$ cat config.mk
export PLATFORM = sky130hd
export DESIGN_NAME = uart_tx_arbiter
export DESIGN_NICKNAME = d
export VERILOG_FILES = /design/src/rtl/uart_tx_arbiter.sv
export SDC_FILE = /design/constraint.sdc
export NUM_CORES = 1
export LEC_CHECK = 0
export CAP_MARGIN = 10
export CORE_ASPECT_RATIO = 0.5
export CORE_MARGIN = 2
export CORE_UTILIZATION = 42
export DETAILED_ROUTE_END_ITERATION = 16
export HOLD_SLACK_MARGIN = 0.08
export PLACE_DENSITY = 0.72
export SLEW_MARGIN = 20
export SYNTH_ARGS = -nofsm -noshare
export SYNTH_HDL_FRONTEND = slang
export SYNTH_SLANG_ARGS = --single-unit
export TNS_END_PERCENT = 30
$ cat constraint.sdc
create_clock -name clk -period 1.85 [get_ports clk]
set_input_delay 0.185 -clock clk [delete_from_list [all_inputs] [get_ports clk]]
set_output_delay 0.185 -clock clk [all_outputs]
set_load 0.02 [all_outputs]
$ cat src/rtl/uart_tx_arbiter.sv
// Round-robin, message-granular arbiter sharing one UART byte transmitter
// among NUM_REQ sources, with length-limit and idle-timeout forced release.
module uart_tx_arbiter #(
    parameter int NUM_REQ       = 4,
    parameter int MAX_MSG_BYTES = 64,
    parameter int IDLE_TIMEOUT  = 86800
) (
    input  logic                 clk,
    input  logic                 rst,
    input  logic [NUM_REQ-1:0]   req_valid,
    input  logic [8*NUM_REQ-1:0] req_data,
    input  logic [NUM_REQ-1:0]   req_last,
    output logic [NUM_REQ-1:0]   req_ready,
    output logic                 tx_valid,
    output logic [7:0]           tx_data,
    input  logic                 tx_ready,
    output logic [NUM_REQ-1:0]   grant,
    output logic                 timeout_evt,
    output logic                 trunc_evt,
    output logic                 dbg_state
);

    localparam int PTR_W = (NUM_REQ > 1) ? $clog2(NUM_REQ) : 1;
    localparam int CNT_W = $clog2(MAX_MSG_BYTES + 1);
    localparam int IDL_W = (IDLE_TIMEOUT > 1) ? $clog2(IDLE_TIMEOUT) : 1;

    // Handshake: a byte moves on any cycle where tx_valid & tx_ready; the owner
    // must hold its byte stable while valid, and req_ready only reaches the owner.
    typedef enum logic {
        S_IDLE   = 1'b0,
        S_LOCKED = 1'b1
    } state_t;

    state_t             state, state_nxt;
    logic [PTR_W-1:0]   last_ptr, last_ptr_nxt;
    logic [PTR_W-1:0]   owner, owner_nxt;
    logic [CNT_W-1:0]   byte_cnt, byte_cnt_nxt;
    logic [IDL_W-1:0]   idle_cnt, idle_cnt_nxt;
    logic [NUM_REQ-1:0] grant_nxt;
    logic               timeout_nxt, trunc_nxt;

    logic               sel_found;
    logic [PTR_W-1:0]   sel_idx;
    logic [PTR_W-1:0]   cand;
    logic               own_valid, own_last, xfer, release_now;

    assign own_valid = req_valid[owner];
    assign own_last  = req_last[owner];
    assign xfer      = (state == S_LOCKED) && own_valid && tx_ready;

    // Search starts just after the previous owner so every waiting peer gets a turn.
    always_comb begin
        sel_found = 1'b0;
        sel_idx   = '0;
        cand      = '0;
        for (int k = 1; k <= NUM_REQ; k++) begin
            cand = PTR_W'((int'(last_ptr) + k) % NUM_REQ);
            if (!sel_found && req_valid[cand]) begin
                sel_found = 1'b1;
                sel_idx   = cand;
            end
        end
    end

    always_ff @(posedge clk) begin
        if (rst) begin
            state       <= S_IDLE;
            grant       <= '0;
            last_ptr    <= PTR_W'(NUM_REQ - 1);
            owner       <= '0;
            byte_cnt    <= '0;
            idle_cnt    <= '0;
            timeout_evt <= 1'b0;
            trunc_evt   <= 1'b0;
        end else begin
            state       <= state_nxt;
            grant       <= grant_nxt;
            last_ptr    <= last_ptr_nxt;
            owner       <= owner_nxt;
            byte_cnt    <= byte_cnt_nxt;
            idle_cnt    <= idle_cnt_nxt;
            timeout_evt <= timeout_nxt;
            trunc_evt   <= trunc_nxt;
        end
    end

    always_comb begin
        state_nxt    = state;
        grant_nxt    = grant;
        last_ptr_nxt = last_ptr;
        owner_nxt    = owner;
        byte_cnt_nxt = byte_cnt;
        idle_cnt_nxt = idle_cnt;
        timeout_nxt  = 1'b0;
        trunc_nxt    = 1'b0;
        release_now  = 1'b0;
        case (state)
            S_IDLE: begin
                if (sel_found) begin
                    state_nxt    = S_LOCKED;
                    owner_nxt    = sel_idx;
                    grant_nxt    = NUM_REQ'(1) << sel_idx;
                    byte_cnt_nxt = '0;
                    idle_cnt_nxt = '0;
                end
            end
            S_LOCKED: begin
                if (xfer) begin
                    byte_cnt_nxt = byte_cnt + 1'b1;
                    idle_cnt_nxt = '0;
                    // last wins over the length limit when both land on one byte
                    if (own_last) begin
                        release_now = 1'b1;
                    end else if (byte_cnt == CNT_W'(MAX_MSG_BYTES - 1)) begin
                        release_now = 1'b1;
                        trunc_nxt   = 1'b1;
                    end
                end else if (own_valid) begin
                    idle_cnt_nxt = '0;
                end else if (idle_cnt == IDL_W'(IDLE_TIMEOUT - 1)) begin
                    release_now = 1'b1;
                    timeout_nxt = 1'b1;
                end else begin
                    idle_cnt_nxt = idle_cnt + 1'b1;
                end
                if (release_now) begin
                    state_nxt    = S_IDLE;
                    grant_nxt    = '0;
                    last_ptr_nxt = owner;
                end
            end
            default: begin
                state_nxt = S_IDLE;
                grant_nxt = '0;
            end
        endcase
    end

    always_comb begin
        tx_valid  = 1'b0;
        tx_data   = 8'h00;
        req_ready = grant & {NUM_REQ{tx_ready}};
        dbg_state = state;
        if (state == S_LOCKED) begin
            tx_valid = own_valid;
            tx_data  = req_data[{owner, 3'b000} +: 8];
        end
    end

endmodule

==> implementation parameters <==
Parameter                              Value

Setup path
  Number of cells on the critical path ... 4
  Crit Reg-Reg Endpoint ... last_ptr[0]
  Crit path buf inv count ... 2
  FF-to-FF Start ... owner[0]
  Worst path top cell family by delay ... multiplexers
  Capture point of the critical path ... tx_data[6]
  Arrival time at the worst endpoint ... 1.69 ns
  Sort of element at the end of the critical path ... output pin
  CP startpoint kind ... register
  Classification of the worst setup path ... register to output pin
  Critical-path top delay cell ... mux4_2
  Largest fanout on the critical path ... 6
  Required arrival time at the worst endpoint ... 1.66 ns
  Stage delay of the slowest cell on the critical path ... 0.49 ns
  Worst setup path start ... owner[0]
  Cell-by-cell trace of the critical path ... bufbuf_16, mux4_2, and2_4, buf_4
  Number of cells on the worst reg-to-reg path ... 7
  Setup slack of the most critical reg-to-reg path ... -0.01 ns

Worst hold path
  Hold WC Path Type ... register to register

Cells and area
  Share of cells above drive strength 1 ... 23.7%
  Final-stage net count ... 365
  Diode count ... 0
  Design Area, Final ... 0.00313 mm²
  Utilization after layout ... 69.5%
  Reg area ... 703 µm²
  Layout Cells excl Fill ... 387
  Area overhead of the layout relative to synthesis ... 55.0%
  Multi-input combinational cell area ... 0.00134 mm²
  # fillers ... 363

Detailed routing
  Detailed-route wire length per cell ... 15.1 µm
  DR iter-0 viols ... 121
  Number of optimization iterations in the first detailed-route pass ... 4
  DRC violation count after routing ... 0
  ANT nets after route ... 0
  DR vias/cell ... 5.58
  Total wire length after detailed routing ... 5.84 mm
  Number of vias after detailed routing ... 2158

Synth
  Gate count of the mapped netlist ... 229
  Cell type contributing the most total cell area after synthesis ... dfxtp_1
  Commonest cells in the netlist ... dfxtp_1 (35), nor2_1 (26), nand2_1 (15)
  Area fraction of the dominant cell type after synthesis ... 34.7%
  Library cells used by synthesis ... 45
  EDFF count, synth ... 0
  Dominant cells by area after synthesis ... dfxtp_1 (35%), mux4_2 (11%), xnor2_1 (5.2%)
  Avg Synthesized Cell Area ... 8.82 µm²
  Share of async-settable or async-resettable flops after synthesis ... 0%
  Post-synthesis sequential area ratio ... 34.7%
  Number of warnings reported in the yosys synthesis log ... 0
  Prevailing post-synth register cell ... dfxtp_1
  Netlist area before placement ... 0.00202 mm²
  Flip-flop and latch count after synthesis ... 35
  Post-synthesis net count ... 274
  Most instantiated library cell after synthesis ... dfxtp_1

Power and ir drop
  Power consumption ... 1.99 mW
  Peak supply drop ... 0.000297 V
  Power Density ... 634 mW/mm²
  Lkg Pwr ... 1.10 nW

Placed design
  Total placed cells including tap cells ... 376
  Port Buffers ... 62
  Final estimated routing congestion in global placement ... 0.892
  Placement-stage cell area ... 0.00293 mm²
  Detailed Place HPWL ... 4.27 mm

STA
  Number of pins exceeding their max-slew limit in the final report ... 0
  Min Tclk post-route ... 1.87 ns
  Final clock period utilization by the worst path ... 101%
  Rel. slew slack ... 76.0%
  Count of endpoints failing hold in the final timing report ... 0
  Unrepaired setup endpoints after global routing ... yes
  Slack of the critical path ... -0.0223 ns
  Setup-violating endpoint count in the final report ... 4
  Worst Skew ... 0.00909 ns
  Transition at the pin with the smallest max-transition slack ... 0.356 ns
  Maximum achievable frequency ... 534 MHz

Global route
  Maximum number of pins on one net before global-route repair ... 20
  Via count of the first global-routing pass ... 2150
  GRT Resource Usage Total ... 23.7%
  Remaining Overflow, GRT ... 0
  Wire length of the first global-routing pass ... 9.80 mm
  Number of antenna violations at the first check in global routing ... 0

Die
  Vertical die dimension ... 53.0 µm
  Initial cell density of the core ... 44.8%
  Chip Width ... 102 µm
  Die area ... 0.00542 mm²
  Num ports ... 63
  Rows ... 17
  Placeable core region ... 0.00451 mm²

Status
  Run status ... finished, violations left
  Violations in the final reports ... setup timing

Clock tree
  Master cell of the clock root buffer ... clkbuf_8
  Max H-tree Level ... 2
  Clock slew at reported path FFs ... 0.08 ns
  TritonCTS clock tree ... built
  Clk_lat worst skew ... 0.30 ns
  Number of buffers created by CTS ... 5
  Buffer levels on the longest clock path ... 2
  Sink Count ... 35

Run
  Max-cap violation count ... 0
-- where the power goes --
part	total, mW	leakage [nW]	switching (mW)	internal, mW
Sequential	0.787	0.284	0.0166	0.771
Combinational	0.479	0.752	0.204	0.275
Clock	0.721	0.0612	0.285	0.436
Total	1.99	1.10	0.506	1.48
-- kinds of logic after synthesis --
| logic type | share of synthesized area, % |
|---|---|
| AOI/OAI and AO/OA | 14.8 |
| adders and majority gates | 1.24 |
| DFF | 34.7 |
| buffers and inverters | 2.85 |
| and+or+nand+nor | 28.7 |
| xor gates and xnor gates | 6.07 |
| muxes | 11.6 |
-- sequential cells by signal, indices dropped and copies added (netlist names) --
register / cells
timeout_evt: 1
grant: 4
dbg_state: 1
byte_cnt: 7
owner: 2
last_ptr: 2
trunc_evt: 1
idle_cnt: 17
-- layout make-up --
cell class,instances,share of cell area (%)
multi-input combinational,179,42.7
tap,66,2.64
clock buffer,6,2.64
sequential,35,22.4
clock inverter,2,1.12
inverter,6,0.719
timing repair buffer,93,27.7
-- placed cells by master (no fill, tap or decap), types with 3 or more instances in the layout --
cell,n
o2bb2ai_1,4
o21ai_1,3
clkdlybuf4s50_1,51
inv_1,6
a21oi_1,14
nand2_1,15
nand3_1,13
dfxtp_1,33
a211oi_1,3
or3_1,4
clkbuf_8,6
buf_2,7
and2_4,3
nor4b_1,3
o21ai_0,3
mux4_2,10
nand4_1,5
nor4_1,4
and2_1,11
xnor2_1,12
nand2b_1,5
nor3_1,7
nor2_1,25
buf_4,29
-- worst min-delay path by stage --
| stage | startpoint | to | cells after the start | slack [ns] |
|---|---|---|---|---|
| global placement | byte_cnt[1] | byte_cnt[1] | 2 | 0.48 |
| CTS | grant[0] | grant[0] | 1 | 0.49 |
| detailed placement | grant[0] | grant[0] | 1 | 0.48 |
| global route | grant[0] | grant[0] | 1 | 0.52 |
| floorplan | rst | last_ptr[0] | 2 | 0.34 |
| finish | grant[0] | grant[0] | 1 | 0.49 |
-- per-stage QoR --
step                setup TNS, ns  hold slack (ns)  worst slack, ns
floorplan                 -0.0164            0.338         -0.00833
global placement            -6.23            0.476           -0.360
detailed placement          -8.06            0.480           -0.440
CTS                        -0.238            0.493          -0.0593
global route               -0.966            0.517          -0.0714
finish                    -0.0401            0.489          -0.0223
-- layer usage --
layer  GRT usage, %  vias up  wire length (µm)
met5              0        -                 0
met4           8.00        0                95
met3           6.87       10               457
met2           42.3       78              2910
met1           27.6     1036              2370
li1               -     1034                 -
-- timing repair --
action	in CTS	in global routing
buffers inserted	0	2
resized for setup	46	13
pin swaps	1	2
hold buffers	0	0
gates cloned	1	0
setup endpoints to repair	14	24
Note: power is estimated with default switching activity, not from simulation.
